==> src/rtl/mem_loader.sv <==
// mem_loader - byte-stream boot loader for the FlexPRET core.
//
// Receives framed commands from a byte source and turns them into word writes
// on the core's external imem/dmem write ports. The core is held in reset from
// any load command until a RUN command arrives.
//
// Frame: CMD, ADDR_LO, ADDR_HI, LEN_LO, LEN_HI, then LEN little-endian 32-bit
// words. RUN is a single-byte frame.
//
// Ports:
//   clk, reset              core clock, synchronous active-high reset
//   rx_valid/rx_data/rx_ready   byte input, transfer when valid & ready
//   core_reset              reset to the core, active-high
//   io_imem_*               imem write port (addr, write strobe, data)
//   io_dmem_*               dmem write port (addr, enable, byte lanes, data)
//   busy                    high whenever the FSM is not in IDLE
//   err                     sticky protocol error flag
//
// Optional feature: define LOADER_CHECKSUM_EN to expect one checksum byte after
// the last data word (8-bit sum of all data bytes of the frame).
//
// state | meaning
// ------+--------------------------------------------------------------
// IDLE  | waiting for a command byte
// ADDR0 | receive low address byte
// ADDR1 | receive high address byte
// LEN0  | receive low word-count byte
// LEN1  | receive high word-count byte
// DATA  | collect 4 bytes of the current word
// WRITE | one-cycle write strobe, byte input stalled
// CHK   | receive and compare checksum byte (checksum build only)

module mem_loader #(
  parameter int          ADDR_W   = 12,
  parameter logic [7:0]  CMD_IMEM = 8'h01,
  parameter logic [7:0]  CMD_DMEM = 8'h02,
  parameter logic [7:0]  CMD_RUN  = 8'h03
) (
  input  logic              clk,
  input  logic              reset,
  input  logic              rx_valid,
  input  logic [7:0]        rx_data,
  output logic              rx_ready,
  output logic              core_reset,
  output logic [ADDR_W-1:0] io_imem_addr,
  output logic              io_imem_write,
  output logic [31:0]       io_imem_data_in,
  output logic [ADDR_W-1:0] io_dmem_addr,
  output logic              io_dmem_enable,
  output logic              io_dmem_byte_write_3,
  output logic              io_dmem_byte_write_2,
  output logic              io_dmem_byte_write_1,
  output logic              io_dmem_byte_write_0,
  output logic [31:0]       io_dmem_data_in,
  output logic              busy,
  output logic              err
);

  typedef enum logic [2:0] {
    IDLE, ADDR0, ADDR1, LEN0, LEN1, DATA, WRITE, CHK
  } state_t;

`ifdef LOADER_CHECKSUM_EN
  localparam state_t END_ST = CHK;
`else
  localparam state_t END_ST = IDLE;
`endif

  state_t              state_q, state_d;
  logic [ADDR_W-1:0]   addr_q, addr_d;
  logic [15:0]         len_q, len_d;
  logic [7:0]          lo_q, lo_d;
  logic [31:0]         word_q, word_d;
  logic [1:0]          cnt_q, cnt_d;
  logic                dsel_q, dsel_d;
  logic                crst_q, crst_d;
  logic                err_q, err_d;
  logic [ADDR_W-1:0]   ia_q, ia_d, da_q, da_d;
  logic [31:0]         id_q, id_d, dd_q, dd_d;
`ifdef LOADER_CHECKSUM_EN
  logic [7:0]          csum_q, csum_d;
`endif

  logic xfer;
  logic wr_cycle;

  assign rx_ready = (state_q != WRITE);
  assign xfer     = rx_valid && rx_ready;
  // Gated with reset so a reset landing on the WRITE cycle issues no strobe.
  assign wr_cycle = (state_q == WRITE) && !reset;

  always_comb begin
    state_d = state_q;
    addr_d  = addr_q;
    len_d   = len_q;
    lo_d    = lo_q;
    word_d  = word_q;
    cnt_d   = cnt_q;
    dsel_d  = dsel_q;
    crst_d  = crst_q;
    err_d   = err_q;
    ia_d    = ia_q;
    id_d    = id_q;
    da_d    = da_q;
    dd_d    = dd_q;
`ifdef LOADER_CHECKSUM_EN
    csum_d  = csum_q;
`endif

    case (state_q)
      IDLE: begin
        if (xfer) begin
          if (rx_data == CMD_IMEM || rx_data == CMD_DMEM) begin
            state_d = ADDR0;
            crst_d  = 1'b1;
            err_d   = 1'b0;
            dsel_d  = (rx_data == CMD_DMEM);
            cnt_d   = 2'd0;
`ifdef LOADER_CHECKSUM_EN
            csum_d  = 8'h00;
`endif
          end else if (rx_data == CMD_RUN) begin
            crst_d = 1'b0;
            err_d  = 1'b0;
          end else begin
            err_d = 1'b1;
          end
        end
      end
      ADDR0: begin
        if (xfer) begin
          lo_d    = rx_data;
          state_d = ADDR1;
        end
      end
      ADDR1: begin
        if (xfer) begin
          // Upper address bits beyond ADDR_W are dropped.
          addr_d  = ADDR_W'({rx_data, lo_q});
          state_d = LEN0;
        end
      end
      LEN0: begin
        if (xfer) begin
          lo_d    = rx_data;
          state_d = LEN1;
        end
      end
      LEN1: begin
        if (xfer) begin
          len_d   = {rx_data, lo_q};
          state_d = ({rx_data, lo_q} == 16'd0) ? END_ST : DATA;
        end
      end
      DATA: begin
        if (xfer) begin
          // Shift right so the first byte of the word ends up in bits [7:0].
          word_d = {rx_data, word_q[31:8]};
          cnt_d  = cnt_q + 2'd1;
`ifdef LOADER_CHECKSUM_EN
          csum_d = csum_q + rx_data;
`endif
          if (cnt_q == 2'd3) begin
            state_d = WRITE;
            if (dsel_q) begin
              da_d = addr_q;
              dd_d = word_d;
            end else begin
              ia_d = addr_q;
              id_d = word_d;
            end
          end
        end
      end
      WRITE: begin
        addr_d  = addr_q + ADDR_W'(1);
        len_d   = len_q - 16'd1;
        state_d = (len_q == 16'd1) ? END_ST : DATA;
      end
`ifdef LOADER_CHECKSUM_EN
      CHK: begin
        if (xfer) begin
          if (rx_data != csum_q) err_d = 1'b1;
          state_d = IDLE;
        end
      end
`endif
      default: state_d = IDLE;
    endcase
  end

  always_ff @(posedge clk) begin
    if (reset) begin
      state_q <= IDLE;
      addr_q  <= '0;
      len_q   <= '0;
      lo_q    <= '0;
      word_q  <= '0;
      cnt_q   <= '0;
      dsel_q  <= 1'b0;
      crst_q  <= 1'b1;
      err_q   <= 1'b0;
      ia_q    <= '0;
      id_q    <= '0;
      da_q    <= '0;
      dd_q    <= '0;
`ifdef LOADER_CHECKSUM_EN
      csum_q  <= '0;
`endif
    end else begin
      state_q <= state_d;
      addr_q  <= addr_d;
      len_q   <= len_d;
      lo_q    <= lo_d;
      word_q  <= word_d;
      cnt_q   <= cnt_d;
      dsel_q  <= dsel_d;
      crst_q  <= crst_d;
      err_q   <= err_d;
      ia_q    <= ia_d;
      id_q    <= id_d;
      da_q    <= da_d;
      dd_q    <= dd_d;
`ifdef LOADER_CHECKSUM_EN
      csum_q  <= csum_d;
`endif
    end
  end

  assign core_reset           = crst_q;
  assign err                  = err_q;
  assign busy                 = (state_q != IDLE);
  assign io_imem_addr         = ia_q;
  assign io_imem_data_in      = id_q;
  assign io_imem_write        = wr_cycle && !dsel_q;
  assign io_dmem_addr         = da_q;
  assign io_dmem_data_in      = dd_q;
  assign io_dmem_enable       = wr_cycle && dsel_q;
  assign io_dmem_byte_write_3 = wr_cycle && dsel_q;
  assign io_dmem_byte_write_2 = wr_cycle && dsel_q;
  assign io_dmem_byte_write_1 = wr_cycle && dsel_q;
  assign io_dmem_byte_write_0 = wr_cycle && dsel_q;

endmodule

==> config.mk <==
export PLATFORM = sky130hd
export DESIGN_NAME = mem_loader
export DESIGN_NICKNAME = d
export VERILOG_FILES = /design/src/rtl/mem_loader.sv
export SDC_FILE = /design/constraint.sdc
export NUM_CORES = 1
export LEC_CHECK = 0
export ABC_AREA = 1
export BUFFER_PORTS_ARGS = -buffer_cell sky130_fd_sc_hd__buf_4
export CORE_UTILIZATION = 50
export DETAILED_ROUTE_END_ITERATION = 16
export PLACE_DENSITY = 0.72
export SLEW_MARGIN = 5
export SYNTH_ARGS = -nofsm -noshare
export SYNTH_HDL_FRONTEND = slang
export SYNTH_SLANG_ARGS = --single-unit
==> constraint.sdc <==
create_clock -name clk -period 2.15 [get_ports clk]
set_input_delay 0.1075 -clock clk [delete_from_list [all_inputs] [get_ports clk]]
set_output_delay 0.1075 -clock clk [all_outputs]
set_load 0.02 [all_outputs]
==> run metrics <==
Avg Synthesized Cell Area 7.154 um^2; die area ~0.014 mm^2; Reg clk slew, reported paths roughly 0.060 ns; TNS Setup 0 ns; largest cells by area after synthesis dfxtp_1, nor2_1, a21oi_1; status finished clean; share of the core filled with cells 63.85%; Synth area leader dfxtp_1; Max VDD drop 483.6 uV; share of Yosys cell area claimed by the top area cell type a little under half; global-route wire length before repair 26.85 mm; initial antenna violation count 0; Worst Clk Skew 0.008784 ns; DIE HEIGHT 116.9 um; total CTS buffers 17; GRT overflow 0; DRT iter0 DRCs 477; final slew viol count 0; vias in the first global route roughly 5.3k; routability cong. 0.9138; Initial Utilization 51.85%; fin crit share 90.91%; Vias 6167; WP data arrival 1.85 ns; io pins roughly 110; largest net degree at the start of global routing 89; Site Rows 41; CTS sink cnt 156; actual slew at the worst max-slew pin 0.5127 ns; wire per inst 14.22 um; DRT Pass-1 Iters 5; nets@finish 1025; post-synthesis to final-layout area growth 23.14%; Seq/Total Area, Yosys a little under half; Setup CP Type flop to primary output; ANT nets after route 0; Leak 3.410 nW; Syn Inst Count just over 900; Final HPWL DP 11.50 mm; post-CTS setup buffers 0; number of unique standard cell types used by synthesis 27; Setup crit start kind flop; GRT Overall Usage 25.63%; HP Class primary input to flop; max-slew headroom at the worst pin 65.72%; vias per cell 5.161; crit path max fanout 7; die width around 120 um; R2R cell count 7; Synth Warn # 0; synthesized flop and latch total roughly 160; Diodes inserted 0; Remaining DRCs 0; final hold violations 0; Crit path required time 2.04 ns; Core Area 0.01272 mm^2; final wirelength about 17 mm; Root Buffer clkbuf_16; post-layout min period 1.955 ns; port buffer count 108; Worst Hold Path Cells 3; Mapped Nets 937; capturing element type of the critical path primary output; Post-Syn Area 0.006596 mm^2; RSZ-0062 raised after global routing false; Power Density between 700 and 800 mW/mm^2; clk_lat worst skew 0.43 ns; final setup fails 0; number of H-tree levels 4; share of cells above drive strength 1 ~16%; CTS tree done; maximum clock insertion buffer count 2; Max Cap Violations 0; fmax 0.5116 GHz
==> cell families (layout without fill, tap and decap cells) <==
family	count (synthesis)	after routing	synth area share (%)
and+or+nand+nor	375	375	23.16
AOI/OAI and AO/OA	232	232	18.06
DFF	156	156	47.34
buffers and inverters	147	248	9.617
xor gates and xnor gates	8	8	1.062
adders and majority gates	4	4	0.7588
==> report_power, final <==
group          switching, mW  internal, mW
logic                  0.206        0.0962
clock network           1.23          1.90
registers             0.0326          2.92
==> routing by layer <==
layer	up-vias	part of all wire (%)	track usage [%]
met5	-	0	0
met1	2813	47	34.41
met4	0	1.8	7.764
met3	24	5.9	6.900
li1	3146	-	-
met2	184	46	40.36
==> final timing paths <==
kind	slack, ns	start	to
min	0.02	rx_data[2]	lo_q[2]
max	0.20	state_q[2]	io_dmem_enable
min reg2reg	0.45	io_imem_addr[1]	io_imem_addr[1]
max reg2reg	0.34	addr_q[0]	addr_q[7]
==> final cells by class <==
cell class	count	area (um^2)
fillers	1203	4599
flip-flops and latches	156	3124
multi-input cells	619	2846
repair buffers	123	970.9
clock buffers	20	456.7
inverters	93	349.1
well taps	172	215.2
clock inverters	12	160.2
==> synth_stat cells <==
cell / number
nand2_2: 2
inv_1: 90
nand4_1: 3
xnor2_1: 2
inv_2: 3
o211ai_1: 3
ha_1: 4
o22ai_1: 4
nor3_1: 5
buf_6: 6
or2_2: 1
a211oi_1: 1
dfxtp_1: 156
xor2_1: 6
o21ai_0: 59
nor2_1: 206
o21ai_1: 12
nand3_1: 30
nor2_4: 2
nand2_1: 121
buf_4: 6
a31oi_1: 12
clkbuf_1: 30
a21oi_1: 141
nand4_4: 2
nand3b_1: 3
buf_2: 12
==> what timing repair did <==
action                                  in CTS  in global routing
gates resized for setup                      1                  2
endpoints found under the setup margin       5                  5
hold buffers                                 4                  0
hold endpoints to repair                     4                  0
==> stage by stage <==
step / cell area [um^2] / setup slack (ns) / total power, mW / std cells / hold WS [ns]
2_1_floorplan: 6596 / 0.1777 / 3.207 / 922 / 0.2546
3_3_place_gp: 7457 / 0.3262 / 3.307 / 1159 / 0.4084
3_5_place_dp: 7457 / 0.3473 / 3.310 / 1159 / 0.4136
4_1_cts: 8115 / 0.02999 / 6.419 / 1195 / 0.01360
5_1_grt: 8123 / 0.08021 / 6.608 / 1195 / 0.02357
6_report: 8123 / 0.1954 / 6.393 / 1195 / 0.02062
==> placed cells by master, fill, tap and decap left out <==
| master | instances |
|---|---|
| clkbuf_8 | 2 |
| clkinvlp_4 | 3 |
| xor2_1 | 6 |
| clkbuf_16 | 17 |
| a211oi_1 | 1 |
| inv_1 | 90 |
| o21ai_1 | 12 |
| a21oi_1 | 141 |
| o21ai_0 | 59 |
| nand3b_1 | 3 |
| o211ai_1 | 3 |
| nor2_4 | 2 |
| or2_2 | 1 |
| buf_4 | 116 |
| ha_1 | 4 |
| nor2_2 | 1 |
| clkbuf_1 | 1 |
| a31oi_1 | 12 |
| nand4_1 | 3 |
| nand3_2 | 1 |
| buf_12 | 3 |
| bufinv_16 | 3 |
| inv_8 | 1 |
| nand3_1 | 29 |
| nor2_1 | 205 |
| xnor2_1 | 2 |
| inv_6 | 3 |
| nand4_4 | 2 |
| dlygate4sd3_1 | 4 |
| dfxtp_1 | 155 |
| nand2_2 | 2 |
| inv_2 | 3 |
| clkinv_2 | 2 |
| nor3_1 | 5 |
| dfxtp_2 | 1 |
| o22ai_1 | 4 |
| nand2_1 | 121 |
==> critical path: stages, from the launching register on <==
cell	delay, ns
dfxtp_1	0.48
nand3_2	0.18
buf_4	0.20
nor2_1	0.09
inv_1	0.11
nor2_2	0.18
buf_4	0.18
==> sequential cells by signal, indices dropped and copies added (netlist names) <==
name,count
addr_q,12
cnt_q,2
core_reset,1
dsel_q,1
err,1
io_dmem_addr,12
io_dmem_data_in,32
io_imem_addr,12
io_imem_data_in,32
len_q,16
lo_q,8
state_q,3
word_q,24
Power figures use the tool's default switching activity.
